### config.mk
export PLATFORM = sky130hd
export DESIGN_NAME = regfile_wr_bank
export DESIGN_NICKNAME = d
export VERILOG_FILES = /design/src/rtl/regfile_wr_bank.sv
export SDC_FILE = /design/constraint.sdc
export NUM_CORES = 1
export LEC_CHECK = 0
export BUFFER_PORTS_ARGS = -buffer_cell sky130_fd_sc_hd__buf_2
export CAP_MARGIN = 20
export CORE_AREA = 2 2 418 420
export CTS_CLUSTER_DIAMETER = 50
export DETAILED_ROUTE_END_ITERATION = 10
export DIE_AREA = 0 0 420 422
export SYNTH_ARGS = -nofsm -noshare
export SYNTH_HDL_FRONTEND = slang
export SYNTH_SLANG_ARGS = --single-unit
### constraint.sdc
create_clock -name i_clk -period 8.94 [get_ports i_clk]
set_clock_uncertainty 0.15 [all_clocks]
set_input_delay 0.894 -clock i_clk [delete_from_list [all_inputs] [get_ports i_clk]]
set_output_delay 0.894 -clock i_clk [all_outputs]
set_load 0.01 [all_outputs]
### src/rtl/regfile_wr_bank.sv
// Write side of the 32 x DATA_W register file: handshaked one-hot writes, write-done pulse and a sequential clear sweep.
// Optional byte-strobe writes are enabled by defining RF_BYTE_STROBE_EN.
module regfile_wr_bank #(
  parameter int DATA_W  = 32,
  parameter int ADDR_W  = 5,
  parameter int NREGS   = 32,
  parameter int ZERO_R0 = 1
) (
  input  logic              i_clk,
  input  logic              i_rst,
  input  logic              i_wr_valid,
  output logic              o_wr_ready,
  input  logic [ADDR_W-1:0] i_wr_addr,
  input  logic [DATA_W-1:0] i_wr_data,
`ifdef RF_BYTE_STROBE_EN
  input  logic [DATA_W/8-1:0] i_wr_strb,
`endif
  output logic              o_wr_done,
  input  logic              i_clr_req,
  output logic              o_clr_busy,
  output logic [DATA_W-1:0] o_regs_out [0:NREGS-1]
);

  localparam int NBYTES = DATA_W / 8;
  localparam int CNT_W  = ADDR_W + 1;
  localparam logic [CNT_W-1:0] LAST_CNT = CNT_W'(NREGS - 1);

  typedef enum logic {
    ST_IDLE  = 1'b0,
    ST_CLEAR = 1'b1
  } state_t;

  state_t              r_state;
  logic [CNT_W-1:0]    r_clr_cnt;
  logic                r_clr_busy;
  logic                r_wr_done;
  logic [DATA_W-1:0]   r_regs [0:NREGS-1];

  logic                w_accept;
  logic [NREGS-1:0]    w_wr_onehot;
  logic [NREGS-1:0]    w_clr_onehot;
  logic [DATA_W-1:0]   w_strb_mask;

  function automatic logic [DATA_W-1:0] strb_to_mask(input logic [NBYTES-1:0] strb);
    logic [DATA_W-1:0] mask;
    mask = {DATA_W{1'b0}};
    for (int b = 0; b < NBYTES; b++) begin
      mask[b*8 +: 8] = {8{strb[b]}};
    end
    return mask;
  endfunction

  // Handshake: a pending clear request takes precedence over a write in IDLE.
  always_comb begin
    o_wr_ready = 1'b0;
    if (r_state == ST_IDLE) begin
      o_wr_ready = ~i_clr_req;
    end else begin
      o_wr_ready = 1'b0;
    end
    w_accept = i_wr_valid & o_wr_ready;
  end

  // Address and sweep-counter decode to one-hot register enables.
  always_comb begin
    w_wr_onehot  = {NREGS{1'b0}};
    w_clr_onehot = {NREGS{1'b0}};
    for (int i = 0; i < NREGS; i++) begin
      w_wr_onehot[i]  = w_accept && (i_wr_addr == ADDR_W'(i));
      w_clr_onehot[i] = (r_state == ST_CLEAR) && (r_clr_cnt == CNT_W'(i));
    end
  end

  // Byte-lane write mask.
  always_comb begin
`ifdef RF_BYTE_STROBE_EN
    w_strb_mask = strb_to_mask(i_wr_strb);
`else
    w_strb_mask = strb_to_mask({NBYTES{1'b1}});
`endif
  end

  // Control FSM: IDLE accepts writes, CLEAR sweeps one register per cycle.
  always_ff @(posedge i_clk) begin
    if (i_rst) begin
      r_state    <= ST_IDLE;
      r_clr_cnt  <= {CNT_W{1'b0}};
      r_clr_busy <= 1'b0;
      r_wr_done  <= 1'b0;
    end else begin
      r_wr_done <= w_accept;
      case (r_state)
        ST_IDLE: begin
          if (i_clr_req) begin
            r_state    <= ST_CLEAR;
            r_clr_cnt  <= {CNT_W{1'b0}};
            r_clr_busy <= 1'b1;
          end else begin
            r_state    <= ST_IDLE;
            r_clr_cnt  <= r_clr_cnt;
            r_clr_busy <= 1'b0;
          end
        end
        ST_CLEAR: begin
          if (r_clr_cnt == LAST_CNT) begin
            r_state    <= ST_IDLE;
            r_clr_cnt  <= {CNT_W{1'b0}};
            r_clr_busy <= 1'b0;
          end else begin
            r_state    <= ST_CLEAR;
            r_clr_cnt  <= r_clr_cnt + CNT_W'(1);
            r_clr_busy <= 1'b1;
          end
        end
        default: begin
          r_state    <= ST_IDLE;
          r_clr_cnt  <= {CNT_W{1'b0}};
          r_clr_busy <= 1'b0;
        end
      endcase
    end
  end

  // Register array; the sweep and a write never coincide because wr_ready is low in CLEAR.
  always_ff @(posedge i_clk) begin
    for (int i = 0; i < NREGS; i++) begin
      if (i_rst) begin
        r_regs[i] <= {DATA_W{1'b0}};
      end else if ((ZERO_R0 != 0) && (i == 0)) begin
        r_regs[i] <= {DATA_W{1'b0}};
      end else if (w_clr_onehot[i]) begin
        r_regs[i] <= {DATA_W{1'b0}};
      end else if (w_wr_onehot[i]) begin
        r_regs[i] <= (r_regs[i] & ~w_strb_mask) | (i_wr_data & w_strb_mask);
      end else begin
        r_regs[i] <= r_regs[i];
      end
    end
  end

  // Expose the array; register 0 is tied off when hardwired to zero.
  always_comb begin
    for (int i = 0; i < NREGS; i++) begin
      if ((ZERO_R0 != 0) && (i == 0)) begin
        o_regs_out[i] = {DATA_W{1'b0}};
      end else begin
        o_regs_out[i] = r_regs[i];
      end
    end
  end

  assign o_wr_done  = r_wr_done;
  assign o_clr_busy = r_clr_busy;

endmodule
# --- Yosys cells after proc, flatten, opt, wreduce, memory -nomap -nowiden ---
# Memory sizes are Yosys's and may differ from the RTL's.
# Index checks and enable logic that the tools add are counted.
totals:
  ram_bits: 1024
  wordCells: 672
  regBits: 8
  mem_count: 1
  out_inout_bits: 1027
  input_bits: 41
memory_table:
  columns: ["memory", "words", "width", "rd", "rd_clocked_by_memory_dff", "wr", "line_no", "text"]
  rows:
  - ["r_regs", 32, 32, 31, 0, 32, "37", "logic [DATA_W-1:0] r_regs [0:NREGS-1];"]
op_classes:
  n_reduce_logical: 62
  eq_ne: 63
  muxes: 445
  addsub: 1
  n_bitwise: 97
ops:
  columns: ["op", "n"]
  rows:
  - ["$mux W32", 94]
  - ["$mux W1", 347]
  - ["$eq A6 B5 Y1 const B", 16]
  - ["$or A1 B1 Y1", 94]
  - ["$eq A5 B5 Y1 const B", 16]
  - ["$logic_and A1 B1 Y1", 62]
  - ["$eq A6 B4 Y1 const B", 8]
  - ["$eq A5 B4 Y1 const B", 8]
  - ["$eq A6 B3 Y1 const B", 4]
  - ["$eq A5 B3 Y1 const B", 4]
  - ["$eq A6 B2 Y1 const B", 2]
  - ["$mux W6", 2]
  - ["$pmux W6 S2", 1]
  - ["$eq A5 B2 Y1 const B", 2]
  - ["$add A6 B1 Y6 const B", 1]
  - ["$eq A6 B1 Y1 const B", 1]
  - ["$eq A5 B1 Y1 const B", 1]
  - ["$ne A2 B2 Y1 const B", 1]
  - ["$not A1 Y1", 2]
  - ["$pmux W1 S2", 1]
  - ["$and A1 B1 Y1", 1]

# --- Depth between registers and ports, before layout ---
# Gate-level depths: netlist of the first run.
logic_depth:
  word_depth: 10
  depth_mapped: 8
  mapped_depth_nobuf: 6

# --- Worst setup path before layout of the first run ---
# OpenSTA, ideal clock, no wires.
synth_timing:
  path_kind: "input to register"
  start: "in i_clr_req"
  end: "mem r_regs[8][0] (netlist: r_regs[0][256]) (enable)"
  cell_stages: 5
  path_slack_ns: 3.890
  setup_time_ns: 0.470
  t_arrival_ns: 4.430
  n_path_buf: 2
  required_ns: 8.320
  cell_sequence: "or4b_4 -> or2_4 -> buf_2 -> buf_2 -> o31ai_1"
synth_lines:
  columns: ["element", "line_no", "text"]
  rows:
  - ["start, declared", "19", "input logic i_clr_req,"]
  - ["end, declared", "37", null]

==> results.ini, run 1 <==
[min_path]
cell_depth_of_the_worst_hold_path=2
hold_start=i_wr_data[11]
min_path_type=input pin to flop
min_to=r_regs[0][267]

[timing]
share_of_the_cycle_needed_by_the_critical_path_after_routing_pct=44.4
timing.final.setup_violations=0
clock.fmax_mhz=252
tightestPinTransition_ps=1150
timing_hold_violations_final=0
drv_slew=0
relSlewSlack_pct=23.6
setup_tns_ps=0
period_needed_ps=3970
rsz0062_at_grt=no

[yosys]
synth_sequential_area_ratio_pct=79.6
synth-edff-count=992
synth_top_flop_cell=edfxtp_1
ys_async_sr_fraction_pct=0
syn_area_um2=37600
synthesis.yosys.warnings=0
synthesis.area_per_instance_um2=14.9
ys_ff_latch=1000
netlist-cell-type-count=38
syn_inst=2523

[global_routing]
first_global_vias=25400
grt_antenna_before_repair=29
grt_start_max_net_pins=97
grt_pass1_wl_um=219000
grt_use_total_pct=18.1
global_route_overflow=0

[job]
maxCapViolations=0

[detailed_routing]
via_per_inst=4.63
drt_drc_violations_left=0
drt_iter0_markers=2994
avgRoutedWirePerCell_um=28.4
drt_pass1_iterations=5
via_count=27200
final_antenna_net_count=0
route.final.wire_length_um=166000

[cts]
clock_latency_ps=770
clk_root_buf=clkbuf_16
ctsResizeCount=0
cts_buffers=119
cts_buffer_depth=3
clock_tree_from_tritoncts=done
cts_max_level=3
postCtsSetupBuffers=0
cts_hold_repair.buffers=0
cts_num_sinks=1000
clk_pin_slew_ps=60

[place]
placement.cell_area_um2=45300
place_congestion=0.776
dp_hpwl_um=107000
place.port_buffers=1035

[finish]
mostFrequentLayoutCells=buf_2, edfxtp_1, nor3_1
fin_util_pct=28.6
ff_latch_area_um2=29900
final_common_cell=buf_2
combined_area_of_the_multi_input_logic_cells_um2=6720
final_net_count=3475
fill_cells=17600
final_area_um2=49500
layout-area-overhead-vs-synth_pct=31.5
drive_above_1_share_pct=39.2

[power_and_ir_drop]
power_density_nw_per_um2=225
finalPower_w=0.0111
cellLeakagePower_nw=18.3
ir_drop_uv=178

[worst_setup_path]
cp-end-kind=flop
worst_path_most_repeated_cell=buf_4
timing.setup.critical_path_class=flop to flop
timing.critical_path.slowest_cell_delay_ps=610
arrival_time_reported_for_the_critical_path_endpoint_ps=4210
cp_cell_sequence=nor2_1 -> and3_1 -> nand2b_4 -> buf_4 -> o21ai_4 -> buf_4
rr_startpoint=o_clr_busy
worst-path-max-fanout=82
worst_flop_to_flop_path_endpoint=r_regs[1][173]
cpMaxStageDelayCell=buf_4
reg2regPathDepth=6
startpoint_type=flop
critPathRequiredTime_ps=9180
setup.reg_to_reg.worst_slack_ps=4970

[floorplan]
rows=153
die_area_um2=177000
initial_core_util_pct=21.8
overall_die_width_um=420
boundaryPins=1068
core-area_um2=173000
fp.dieH_um=422

[status]
run_status=finished clean

[cell type report]
| class | instances | area share, % |
|---|---|---|
| antenna | 15 | 0.0759 |
| tap | 2325 | 5.88 |
| multi-input combinational | 1190 | 13.6 |
| clock inverter | 72 | 1.80 |
| clock buffer | 143 | 6.29 |
| timing repair buffer | 1113 | 11.8 |
| inverter | 6 | 0.0455 |
| sequential | 1000 | 60.5 |
[cells by family (layout without fill, tap and decap cells)]
kind of cell | after synthesis | count (layout) | share of synthesized area [%]
buffers and inverters | 364 | 1334 | 4.29
adders and majority gates | 4 | 4 | 0.133
other | 1 | 47 | 0.00997
and+or+nand+nor | 1082 | 1082 | 14.9
muxes | 1 | 1 | 0.0266
DFF | 1000 | 1000 | 79.6
AOI/OAI and AO/OA | 71 | 71 | 0.981
[critical path, delay by kind of cell, from the launching register on]
family,cells,cell delay (ps)
AOI/OAI and AO/OA,1,240
buffers and inverters,2,1080
DFF,1,420
and+or+nand+nor,3,1560
[layer usage]
metal,share of wire (%),vias to the layer above,global-route usage (%)
met5,0,-,0
met4,5.7,0,9.32
met3,8.5,428,3.90
met2,50,1815,31.1
met1,36,13700,21.0
li1,-,11200,-
[worst max path at each step]
| stage | slack [ps] | cells past startpoint | start | endpoint |
|---|---|---|---|---|
| floorplan | 3890 | 5 | i_clr_req | r_regs[0][256] |
| finish | 4970 | 6 | o_clr_busy | r_regs[1][173] |
| global route | 4640 | 6 | o_clr_busy | r_regs[1][173] |
| CTS | 4670 | 5 | o_clr_busy | r_regs[1][293] |
| global placement | 4220 | 6 | i_clr_req | r_regs[1][293] |
| detailed placement | 4140 | 6 | i_clr_req | r_regs[1][293] |
[power breakdown]
| part | switching, W | internal, W |
|---|---|---|
| clock network | 0.00209 | 0.00286 |
| registers | 0.0000519 | 0.00531 |
| logic | 0.000652 | 0.000167 |
| total | 0.00279 | 0.00834 |
[through the flow]
| stage | instances | worst slack [ps] | hold WS, ps |
|---|---|---|---|
| 2_1_floorplan | 2554 | 3890 | 446 |
| 3_3_place_gp | 5629 | 4220 | 455 |
| 3_5_place_dp | 5629 | 4140 | 457 |
| 4_1_cts | 5844 | 4670 | 191 |
| 5_1_grt | 5855 | 4640 | 237 |
| 6_report | 5864 | 4970 | 298 |
[cells in the mapped netlist, types with 2 or more instances]
cell type | n | area share [%]
edfxtp_1 | 992 | 79
nor3_1 | 891 | 12
clkbuf_1 | 249 | 2.5
and2_1 | 67 | 1.1
nor2_1 | 42 | 0.42
buf_2 | 41 | 0.55
nand2b_1 | 41 | 0.68
buf_4 | 34 | 0.68
a21oi_1 | 33 | 0.44
o21ai_0 | 30 | 0.40
buf_1 | 25 | 0.25
nor3_2 | 10 | 0.27
buf_6 | 9 | 0.27
dfxtp_1 | 8 | 0.43
nand2_1 | 8 | 0.080
inv_1 | 6 | 0.060
a31oi_1 | 5 | 0.083
nand3_1 | 5 | 0.067
ha_1 | 4 | 0.13
and3_1 | 2 | 0.033
nor4_4 | 2 | 0.11
o31ai_1 | 2 | 0.040
or2_4 | 2 | 0.047
[sequential cells by signal, indices dropped and copies added, names as in the netlist]
| name | count |
|---|---|
| o_clr_busy | 1 |
| o_wr_done | 1 |
| r_clr_cnt | 6 |
| r_regs | 992 |
Power figures use the tool's default switching activity.
==> inputs of run 2 (changes only) <==
Settings changed: ABC_AREA set to 1, CORE_AREA 2 2 418 420 to 2 2 410 412, DIE_AREA 0 0 420 422 to 0 0 412 414.
Clock period 8.94 ns to 3.8 ns, I/O delays scaled along.
==> results.ini, run 2 <==
[status]
run_status=finished clean

[cts]
postCtsSetupBuffers=0
clk_pin_slew_ps=60
clock_tree_from_tritoncts=done
cts_buffer_depth=3
cts_num_sinks=1000
cts_hold_repair.buffers=10
cts_max_level=3
ctsResizeCount=0
clk_root_buf=clkbuf_16
cts_buffers=113
clock_latency_ps=740

[place]
place_congestion=0.808
dp_hpwl_um=109000
placement.cell_area_um2=44100
place.port_buffers=1035

[power_and_ir_drop]
power_density_nw_per_um2=522
cellLeakagePower_nw=19.9
ir_drop_uv=495
finalPower_w=0.0250

[floorplan]
rows=150
core-area_um2=166000
overall_die_width_um=412
boundaryPins=1068
die_area_um2=171000
initial_core_util_pct=21.7
fp.dieH_um=414

[timing]
relSlewSlack_pct=22.3
rsz0062_at_grt=no
holdWs_ps=106
tightestPinTransition_ps=1170
period_needed_ps=2980
drv_slew=0
timing_hold_violations_final=0
timing.final.setup_violations=0
share_of_the_cycle_needed_by_the_critical_path_after_routing_pct=78.3
clock.fmax_mhz=336

[finish]
registers.top_by_ff_count=r_regs
final_area_um2=47800
mostFrequentLayoutCells=nor2_1, buf_2, edfxtp_1
final_common_cell=nor2_1
reg_top3=r_regs: 992 flops, r_clr_cnt: 6 flops
drive_above_1_share_pct=37.9
final_net_count=3590
layout-area-overhead-vs-synth_pct=32.5
largest_register_ffs=992

[detailed_routing]
avgRoutedWirePerCell_um=27.3
drt_drc_violations_left=0
drt_iter0_markers=2830
final_antenna_net_count=0
drt_pass1_iterations=5
via_per_inst=4.37
via_count=25600
route.final.wire_length_um=160000

[yosys]
yosys.area.top_type=edfxtp_1
synthesis.area_per_instance_um2=14.5
synth_sequential_area_ratio_pct=83.0
netlist_top_cells_count=nor2_1, edfxtp_1, clkbuf_1, inv_1, buf_2
syn_inst=2484
syn_area_um2=36100
synthDominantCellAreaShare_pct=82.6
ys_ff_latch=1000
ys_async_sr_fraction_pct=0
netlist-cell-type-count=25
post_synth_main_area_contributors=edfxtp_1, nor2_1, clkbuf_1, buf_2, buf_6
synth-edff-count=992
synthesis.yosys.warnings=0
yosysMostFrequentCell=nor2_1
synth_top_flop_cell=edfxtp_1

[worst_setup_path]
cp-end-kind=flop
critPathRequiredTime_ps=4020
timing.setup.critical_path_class=flop to flop
arrival_time_reported_for_the_critical_path_endpoint_ps=3200
worst-path-max-fanout=32
startpoint_type=flop

[global_routing]
grt_pass1_wl_um=207000
grt_start_max_net_pins=33
grt_antenna_before_repair=23
grt_use_total_pct=18.0
first_global_vias=23800
global_route_overflow=0

[min_path]
min_path_type=input pin to flop

[job]
maxCapViolations=0

[run 2: routing by layer]
metal / track usage [%] / routed length [um] / up-vias
met5: 0 / 60 / -
met4: 8.07 / 7350 / 10
met3: 3.72 / 14300 / 322
met2: 30.3 / 78000 / 1749
met1: 22.1 / 60400 / 13000
li1: - / - / 10500
[run 2: layout make-up]
class,count,area (um2)
fillers,16900,118000
clock inverters,78,656
multi-input cells,1226,5100
well taps,2204,2760
inverters,55,206
flip-flops and latches,1000,29900
diodes,9,22.5
clock buffers,133,2920
repair buffers,1149,6200
[run 2: metrics by stage]
step / utilization, % / worst slack (ps) / instances / TNS (ps)
2_1_floorplan: - / -332 / 2515 / -111660
3_3_place_gp: 26.4 / 572 / 5615 / 0
3_5_place_dp: 26.5 / 573 / 5622 / 0
4_1_cts: 28.7 / 852 / 5843 / 0
5_1_grt: 28.7 / 689 / 5845 / 0
6_report: 28.8 / 824 / 5854 / 0
[run 2: where the power goes]
group / internal (W) / switching [W]
logic: 0.000413 / 0.00137
registers: 0.0125 / 0.000136
clock network: 0.00580 / 0.00473
total: 0.0187 / 0.00623
[run 2: cells by family after synthesis]
group,synth area share (%)
and+or+nand+nor,12.2
AOI/OAI and AO/OA,0.642
buffers and inverters,4.00
DFF,83.0
other,0.0104
xor gates and xnor gates,0.0243
adders and majority gates,0.139
[run 2: worst max-delay path, stage by stage, from the launching register on]
cell      delay, ps
dfxtp_1         440
nor2_8          230
nand3_2         340
clkinv_1        340
nand4_1         180
o211ai_1        270
buf_4           530
[run 2: worst paths after layout]
check / cells after the start / startpoint / end / slack [ps]
worst max-delay path: 6 / o_clr_busy / r_regs[1][463] / 820
worst min-delay path: 3 / i_wr_data[17] / r_regs[1][145] / 110
worst max register to register: 6 / o_clr_busy / r_regs[1][463] / 820
worst min register to register: 2 / r_clr_cnt[5] / r_clr_cnt[5] / 320
